### config.mk
export PLATFORM = sky130hd
export DESIGN_NAME = rr_arb4
export DESIGN_NICKNAME = d
export VERILOG_FILES = /design/src/rtl/rr_arb_pkg.sv /design/src/rtl/rr_prio_enc4.sv /design/src/rtl/rr_arb4.sv
export SDC_FILE = /design/constraint.sdc
export NUM_CORES = 1
export LEC_CHECK = 0
export ABC_AREA = 1
export CORE_UTILIZATION = 40
export DETAILED_ROUTE_END_ITERATION = 12
export PLACE_DENSITY = 0.71
export SETUP_SLACK_MARGIN = 0.5
export SYNTH_ARGS = -nofsm -noshare
export SYNTH_HDL_FRONTEND = slang
export SYNTH_SLANG_ARGS = --single-unit
export TNS_END_PERCENT = 5
### constraint.sdc
create_clock -name clk -period 1.76 [get_ports clk]
set_input_delay 0.352 -clock clk [delete_from_list [all_inputs] [get_ports clk]]
set_output_delay 0.352 -clock clk [all_outputs]
set_load 0.01 [all_outputs]
### src/rtl/rr_arb_pkg.sv
// Shared types, constants and the rotating-priority pick function for the
// four-way round-robin arbiter rr_arb4.
package rr_arb_pkg;

    localparam int N_REQ = 4;
    localparam int ID_W  = 2;

    typedef logic [0:0] state_t;
    localparam state_t IDLE  = 1'b0;
    localparam state_t GRANT = 1'b1;

    // Winner is the first set request found searching ptr, ptr+1, ... mod N_REQ.
    function automatic logic [ID_W-1:0] rot_pick(input logic [N_REQ-1:0] req,
                                                 input logic [ID_W-1:0]  ptr);
        logic [2*N_REQ-1:0] dbl;
        logic [N_REQ-1:0]   rot;
        logic [ID_W-1:0]    off;
        dbl = {req, req} >> ptr;
        rot = dbl[N_REQ-1:0];
        off = '0;
        if (rot[0])      off = 2'd0;
        else if (rot[1]) off = 2'd1;
        else if (rot[2]) off = 2'd2;
        else if (rot[3]) off = 2'd3;
        return ptr + off;
    endfunction

endpackage

### src/rtl/rr_prio_enc4.sv
// Combinational rotate + 4-to-2 priority encoder: picks the round-robin
// winner starting at ptr_i and flags whether any request is pending.
module rr_prio_enc4
    import rr_arb_pkg::*;
(
    input  logic [N_REQ-1:0] req_i,
    input  logic [ID_W-1:0]  ptr_i,
    output logic [ID_W-1:0]  winner_o,
    output logic             any_req_o
);

    assign winner_o  = rot_pick(req_i, ptr_i);
    assign any_req_o = |req_i;

endmodule

### src/rtl/rr_arb4.sv
// Four-requester round-robin arbiter with registered one-hot grant, encoded
// grant ID and done_i release. Define RR_ARB_TIMEOUT_EN for forced release.
module rr_arb4
    import rr_arb_pkg::*;
#(
    parameter int MAX_HOLD = 16
) (
    input  logic             clk,
    input  logic             rst,
    input  logic [N_REQ-1:0] req_i,
    input  logic             done_i,
    output logic [N_REQ-1:0] gnt_o,
    output logic [ID_W-1:0]  gnt_id_o,
    output logic             gnt_vld_o,
    output logic             timeout_o
);

    if (MAX_HOLD < 2) begin : g_bad_max_hold
        $error("rr_arb4: MAX_HOLD must be at least 2");
    end

    state_t           state_q, state_d;
    logic [ID_W-1:0]  ptr_q, ptr_d;
    logic [N_REQ-1:0] gnt_q, gnt_d;
    logic [ID_W-1:0]  gnt_id_q, gnt_id_d;

    logic [ID_W-1:0]  winner;
    logic             any_req;
    logic             force_rel;
    logic             new_grant;

    rr_prio_enc4 u_enc (
        .req_i     (req_i),
        .ptr_i     (ptr_q),
        .winner_o  (winner),
        .any_req_o (any_req)
    );

    always_comb begin
        // NOTE: every output of this block gets a default first, so no path can infer a latch.
        state_d   = state_q;
        ptr_d     = ptr_q;
        gnt_d     = gnt_q;
        gnt_id_d  = gnt_id_q;
        new_grant = 1'b0;

        case (state_q)
            IDLE: begin
                if (any_req) begin
                    new_grant = 1'b1;
                end
            end
            GRANT: begin
                // Timeout takes the same release path as done_i.
                if (done_i || force_rel) begin
                    if (any_req) begin
                        new_grant = 1'b1;
                    end else begin
                        state_d  = IDLE;
                        gnt_d    = '0;
                        gnt_id_d = '0;
                    end
                end
            end
            default: begin
                state_d  = IDLE;
                gnt_d    = '0;
                gnt_id_d = '0;
            end
        endcase

        if (new_grant) begin
            state_d       = GRANT;
            gnt_d         = '0;
            gnt_d[winner] = 1'b1;
            gnt_id_d      = winner;
            ptr_d         = winner + ID_W'(1);
        end
    end

    always_ff @(posedge clk) begin
        // NOTE: sequential state uses non-blocking assignments so all registers update together.
        if (rst) begin
            state_q  <= IDLE;
            ptr_q    <= '0;
            gnt_q    <= '0;
            gnt_id_q <= '0;
        end else begin
            state_q  <= state_d;
            ptr_q    <= ptr_d;
            gnt_q    <= gnt_d;
            gnt_id_q <= gnt_id_d;
        end
    end

`ifdef RR_ARB_TIMEOUT_EN
    localparam int                HOLD_W    = $clog2(MAX_HOLD);
    localparam logic [HOLD_W-1:0] HOLD_LAST = HOLD_W'(MAX_HOLD - 1);

    logic [HOLD_W-1:0] hold_cnt_q, hold_cnt_d;

    // A done_i in the last hold cycle is an ordinary release, not a timeout.
    assign force_rel = (state_q == GRANT) && (hold_cnt_q == HOLD_LAST) && !done_i;

    always_comb begin
        hold_cnt_d = '0;
        if (new_grant) begin
            hold_cnt_d = '0;
        end else if (state_q == GRANT && state_d == GRANT) begin
            hold_cnt_d = hold_cnt_q + HOLD_W'(1);
        end
    end

    always_ff @(posedge clk) begin
        if (rst) begin
            hold_cnt_q <= '0;
        end else begin
            hold_cnt_q <= hold_cnt_d;
        end
    end

    assign timeout_o = force_rel;
`else
    assign force_rel = 1'b0;
    assign timeout_o = 1'b0;
`endif

    assign gnt_o     = gnt_q;
    assign gnt_id_o  = gnt_id_q;
    assign gnt_vld_o = |gnt_q;

endmodule

=== Yosys cells after proc, flatten, opt, wreduce, memory -nomap -nowiden ===
Index checks and enable logic that the tools add are counted.

* Output and inout bits: 8
* Input port bits: 7
* Register bits: 9
* Logic and storage cells: 37

* Bitwise operators: 1
* Magnitude comparators: 2
* Mux-type cells: 20
* $add $sub $neg: 2
* Shift operators: 1
* Equality and inequality tests: 1
* Reductions and logical operators: 6

{| class="wikitable"
|+ Operators by type and width
! cell !! count
|-
| $mux W2 || 8
|-
| $mux W4 || 4
|-
| $reduce_or A4 Y1 || 2
|-
| $shr A8 B2 Y4 || 1
|-
| $mux W1 || 6
|-
| $reduce_bool A2 Y1 || 2
|-
| $lt A2 B3 Y1 const B || 1
|-
| $reduce_and A3 Y1 || 1
|-
| $add A2 B1 Y2 const B || 1
|-
| $add A2 B2 Y2 || 1
|-
| $demux W1 S2 || 1
|-
| $ge A2 B1 Y1 const B || 1
|-
| $ne A2 B1 Y1 const B || 1
|-
| $pmux W1 S2 || 1
|-
| $logic_and A1 B1 Y1 || 1
|-
| $not A1 Y1 || 1
|}

=== Longest topological paths before layout ===
* Word-level depth: 11
* Gate-level depth with buffers: 15
* Gate-level depth less buffers: 15

=== Modules after synthesis ===
Synthesis repeated with hierarchy kept, for this count alone.

* Cells, all modules: 92
* Area, all modules: 610.6 um2

{| class="wikitable"
|+ Modules (own cells, without submodules)
! module !! area each (um2) !! sequential area each (um2) !! cells each !! instances
|-
| rr_arb4 || 442.9 || 180.2 || 57 || 1
|-
| rr_prio_enc4 || 167.7 || 0.0 || 35 || 1
|}

=== Least setup slack after synthesis ===
No wires, ideal clock.

* Kind: register to register
* Start point: register ptr_q[0]
* End point: register ptr_q[1]
* Data required time: 1651 ps
* Library setup time: 109 ps
* Clock period less this slack: 1782 ps
* Path buffers: 0
* Cell stages (with the launch flop): 16
* Arrival time: 1673 ps
* Setup slack: -22 ps
* Cells stage by stage: dfxtp_1 inv_2 nand2_1 nand3_1 nand2_1 nand3_1 a21boi_0 ha_1 xor2_1 inv_1 nand3_2 nand2_2 nand2_2 nand3_1 nand2_1 inv_1

* Cells in the longest elaborated chain, start to end: 7

{| class="wikitable"
|+ RTL lines
! item !! line !! source
|-
| from (decl) || rr_arb4.sv:23 || <nowiki>logic [ID_W-1:0] ptr_q, ptr_d;</nowiki>
|-
| from (signal assigned) || rr_arb4.sv:90 || <nowiki>ptr_q <= ptr_d;</nowiki>
|-
| $shr A8 B2 Y4 || rr_arb_pkg.sv:18 || <nowiki>dbl = {req, req} >> ptr;</nowiki>
|-
| $mux W2 || rr_arb_pkg.sv:24 || <nowiki>else if (rot[3]) off = 2'd3;</nowiki>
|-
| $mux W2 || rr_arb_pkg.sv:23 || <nowiki>else if (rot[2]) off = 2'd2;</nowiki>
|-
| $mux W2 || rr_arb_pkg.sv:22 || <nowiki>else if (rot[1]) off = 2'd1;</nowiki>
|-
| $mux W2 || rr_arb_pkg.sv:21 || <nowiki>if (rot[0]) off = 2'd0;</nowiki>
|-
| $add A2 B2 Y2 * || rr_arb_pkg.sv:25 || <nowiki>return ptr + off;</nowiki>
|-
| $add A2 B1 Y2 * || rr_arb4.sv:77 || <nowiki>ptr_d = winner + ID_W'(1);</nowiki>
|}

Mark *: on every way between the ends. The rest lies on a longest branch, timed or not.
A chain may end at the register's enable or synchronous reset.

=== Worst setup path after layout ===
Same ends and word-level chain as after synthesis.

==> results.py <==
metrics = {
    "placement": {
        "finalWeightedCongestion": 0.727,
        "dp_slack_ns": -0.456,
        "dp.cells": 117,
        "port_buffers": 13,
        "dp_hpwl_um": 922,
    },
    "worst_setup_path": {
        "r2r_end": "ptr_q[1]$_SDFFE_PP0P_",
        "crit_path_end_kind": "flip-flop",
        "reg2reg_depth": 15,
        "crit_path_start_kind": "flip-flop",
        "crit_family": "simple AND/OR/NAND/NOR gates",
        "crit_fanout": 6,
        "critPathBufInv": 3,
        "crit_arrival_ns": 1.89,
        "slowest_stage": "dfxtp_4",
        "criticalPathCategory": "flip-flop to flip-flop",
        "timing.rr.start": "ptr_q[0]$_SDFFE_PP0P_",
        "max_stage_delay_ns": 0.39,
        "r2r_setup_slack_ns": 0.03,
        "cpMostUsedCell": "nand3_2",
        "crit_chain": "inv_6 -> nand2_4 -> nand3_2 -> nand2_2 -> nand3_2 -> a21boi_2 -> ha_2 -> xor2_2 -> inv_1 -> nand3_2 -> nand2_2 -> nand2_2 -> nand3_2 -> nand2_1 -> inv_1",
        "worstPathRequired_ns": 1.92,
    },
    "detailed_routing": {
        "post_drt_wl_per_cell_um": 9.86,
        "post-route-drc-count": 0,
        "drtIter0Drc": 7,
        "ant_nets": 0,
        "vias_per_cell": 4.76,
        "first_pass_iters": 4,
        "via_count": 595,
        "routed_wl_um": 1230,
    },
    "synthesis": {
        "ys_seq_elements": 9,
        "synth_xor_area_share_pct": 1.58,
        "async_flop_share_pct": 0,
        "synth_compound_area_share_pct": 12.2,
        "syn_nets": 93,
        "synth_top_family_by_area": "simple AND/OR/NAND/NOR gates",
        "yosysTopAreaCellShare_pct": 32.4,
        "synth.avg_cell_area_um2": 6.54,
        "synthesis.instances": 85,
        "synth.cell_area_um2": 556,
        "yosys-top-cells-area": "dfxtp_1 32%, nand2_1 16%, nand3_1 11%",
        "synth_edf_count": 0,
        "ys_seq_area_share_pct": 32.4,
        "yosys.area.top_type": "dfxtp_1",
        "synth.area.mux_share_pct": 0,
        "yosys_warnings": 0,
        "synth_ff_type": "dfxtp_1",
        "synth_simple_gate_area_share_pct": 39.2,
        "synth_top_cells_by_count": "24 x nand2_1, 12 x nand3_1, 9 x dfxtp_1, 8 x inv_1, 6 x a21oi_1",
        "synth-adder-area-share_pct": 2.25,
        "synthDistinctLibCells": 20,
        "synth_most_common_cell": "nand2_1",
    },
    "timing": {
        "finalSetupViolCount": 0,
        "skew_ns": 0.00232,
        "fmax_mhz": 579,
        "rsz0062_at_grt": "yes",
        "setup_ws_ns": 0.0343,
        "final_hold_viol_count": 0,
        "min_period_ns": 1.73,
        "final-max-slew-violation-count": 0,
        "timing.final.crit_share_pct": 98.1,
    },
    "clock_network": {
        "cts_sinks": 9,
        "tritoncts": "yes",
        "root_buffer": "clkbuf_4",
        "cts_made_buffers": 3,
        "htree_num_levels": 1,
        "cts_hold_buf": 0,
        "clkTransAtPathRegs_ns": 0.06,
        "clk_latency_ns": 0.26,
        "clk_path_buf_depth": 2,
    },
    "floorplanning": {
        "fp.dieH_um": 39.3,
        "die_w_um": 39.3,
        "rows": 13,
        "start_util_pct": 42.7,
        "ioPinCount": 15,
        "core_um2": 1300,
        "die_area_um2": 1540,
    },
    "grt": {
        "grt_pass1_wl_um": 1800,
        "grt_pass1_vias": 446,
        "overflow": 0,
        "grt_max_degree": 9,
        "antenna_found_initial": 0,
        "track_usage_pct": 17.6,
    },
    "hold_path": {
        "hold_path_class": "flip-flop to flip-flop",
        "hp-start": "gnt_id_o[0]$_SDFFE_PP0P_",
        "min_to": "gnt_id_o[0]$_SDFFE_PP0P_",
        "hold_depth": 2,
    },
    "flow_run": {
        "cap_violations": 0,
    },
    "power": {
        "total_leakage_power_uw": 0.000427,
        "power-per-cell-area_nw_per_um2": 1650,
        "ir_drop_v": 0.000747,
    },
    "finish": {
        "fill_cells": 110,
        "drive_above_1_share_pct": 41.8,
        "antenna_cells": 0,
        "area_growth_syn_to_layout_pct": 53.4,
        "nets": 119,
        "final_util_pct": 65.5,
        "finalNonFillerCells": 125,
    },
    "run_status": {
        "outcome": "complete, no violations",
    },
}
[final cells by class]
class | count | area, µm² | share of cell area, %
Clock buffer | 4 | 26.3 | 3.08
Sequential cell | 9 | 188 | 22.0
Multi-Input combinational cell | 62 | 377 | 44.2
Inverter | 11 | 50.0 | 5.87
Timing Repair Buffer | 24 | 193 | 22.6
Tap cell | 15 | 18.8 | 2.20
[sequential cells by signal, summed over array words and instances (netlist names)]
name	count
gnt_o	4
state_q	1
ptr_q	2
gnt_id_o	2
[per-layer routing]
metal / up-vias / GRT usage (%) / part of all wire (%) / wire length, µm
li1: 322 / - / - / -
met1: 258 / 23.3 / 48 / 591
met2: 13 / 26.3 / 47 / 585
met3: 2 / 8.52 / 4.1 / 51
met4: 0 / 2.59 / 0.32 / 4
met5: - / 0 / 0 / 0
[where the power goes]
group          switching, µW  total [µW]  internal (µW)
combinational            456         890            434
sequential              67.8         359            291
clock                   72.1         159           87.4
total                    596        1410            812
[worst register-to-register path: cells and delay by family, from the launching register on]
kind	cells	cell delay, ns
buffers and inverters	3	0.15
xor gates and xnor gates	1	0.15
AOI/OAI and AO/OA	1	0.14
adders and majority gates	1	0.20
and+or+nand+nor	9	0.59
DFF	1	0.39
[metrics by stage]
stage | TNS (ns) | hold WS (ns) | cell area [µm²] | total power (µW)
2_1_floorplan | 0 | 0.481 | 573 | 842
3_3_place_gp | -2.90 | 0.451 | 748 | 1150
3_5_place_dp | -3.03 | 0.456 | 748 | 1170
4_1_cts | -0.00271 | 0.462 | 818 | 1370
5_1_grt | -0.386 | 0.479 | 852 | 1540
6_report | 0 | 0.456 | 852 | 1410
[placed cells by master, fill, tap and decap left out, drive strengths merged]
master	n
a21boi	1
nand3	13
inv	10
conb	1
ha	1
clkbuf	5
clkdlybuf4s15	1
or4	1
dlygate4sd2	8
nand2	29
buf	12
clkdlybuf4s50	2
dfxtp	9
clkinv	1
a211oi	1
a21oi	7
o21ai	2
xor2	1
nor2	5
[cells by family (layout without fill, tap and decap cells)]
logic type	after synthesis	after routing
xor gates and xnor gates	1	1
and+or+nand+nor	48	48
other	1	1
AOI/OAI and AO/OA	11	11
adders and majority gates	1	1
buffers and inverters	14	39
DFF	9	9
[repair_timing]
item                                    4_1_cts  5_1_grt
pin swaps                                    13        8
resized for setup                            25       12
cloned                                        0        0
setup buffers                                 4        0
endpoints found under the setup margin       15       11
[how the worst max path moves through the flow]
stage               slack (ns)                    end  cells after the start                   from
finish                    0.03  ptr_q[1]$_SDFFE_PP0P_                     15  ptr_q[0]$_SDFFE_PP0P_
global route             -0.11  ptr_q[1]$_SDFFE_PP0P_                     15  ptr_q[0]$_SDFFE_PP0P_
CTS                     -0.003  ptr_q[1]$_SDFFE_PP0P_                     15  ptr_q[0]$_SDFFE_PP0P_
detailed placement       -0.46  ptr_q[1]$_SDFFE_PP0P_                     15               req_i[0]
global placement         -0.44  ptr_q[1]$_SDFFE_PP0P_                     15               req_i[1]
floorplan                 0.08  ptr_q[1]$_SDFFE_PP0P_                     15  ptr_q[0]$_SDFFE_PP0P_
No activity file was read; power rests on OpenSTA's default activity.
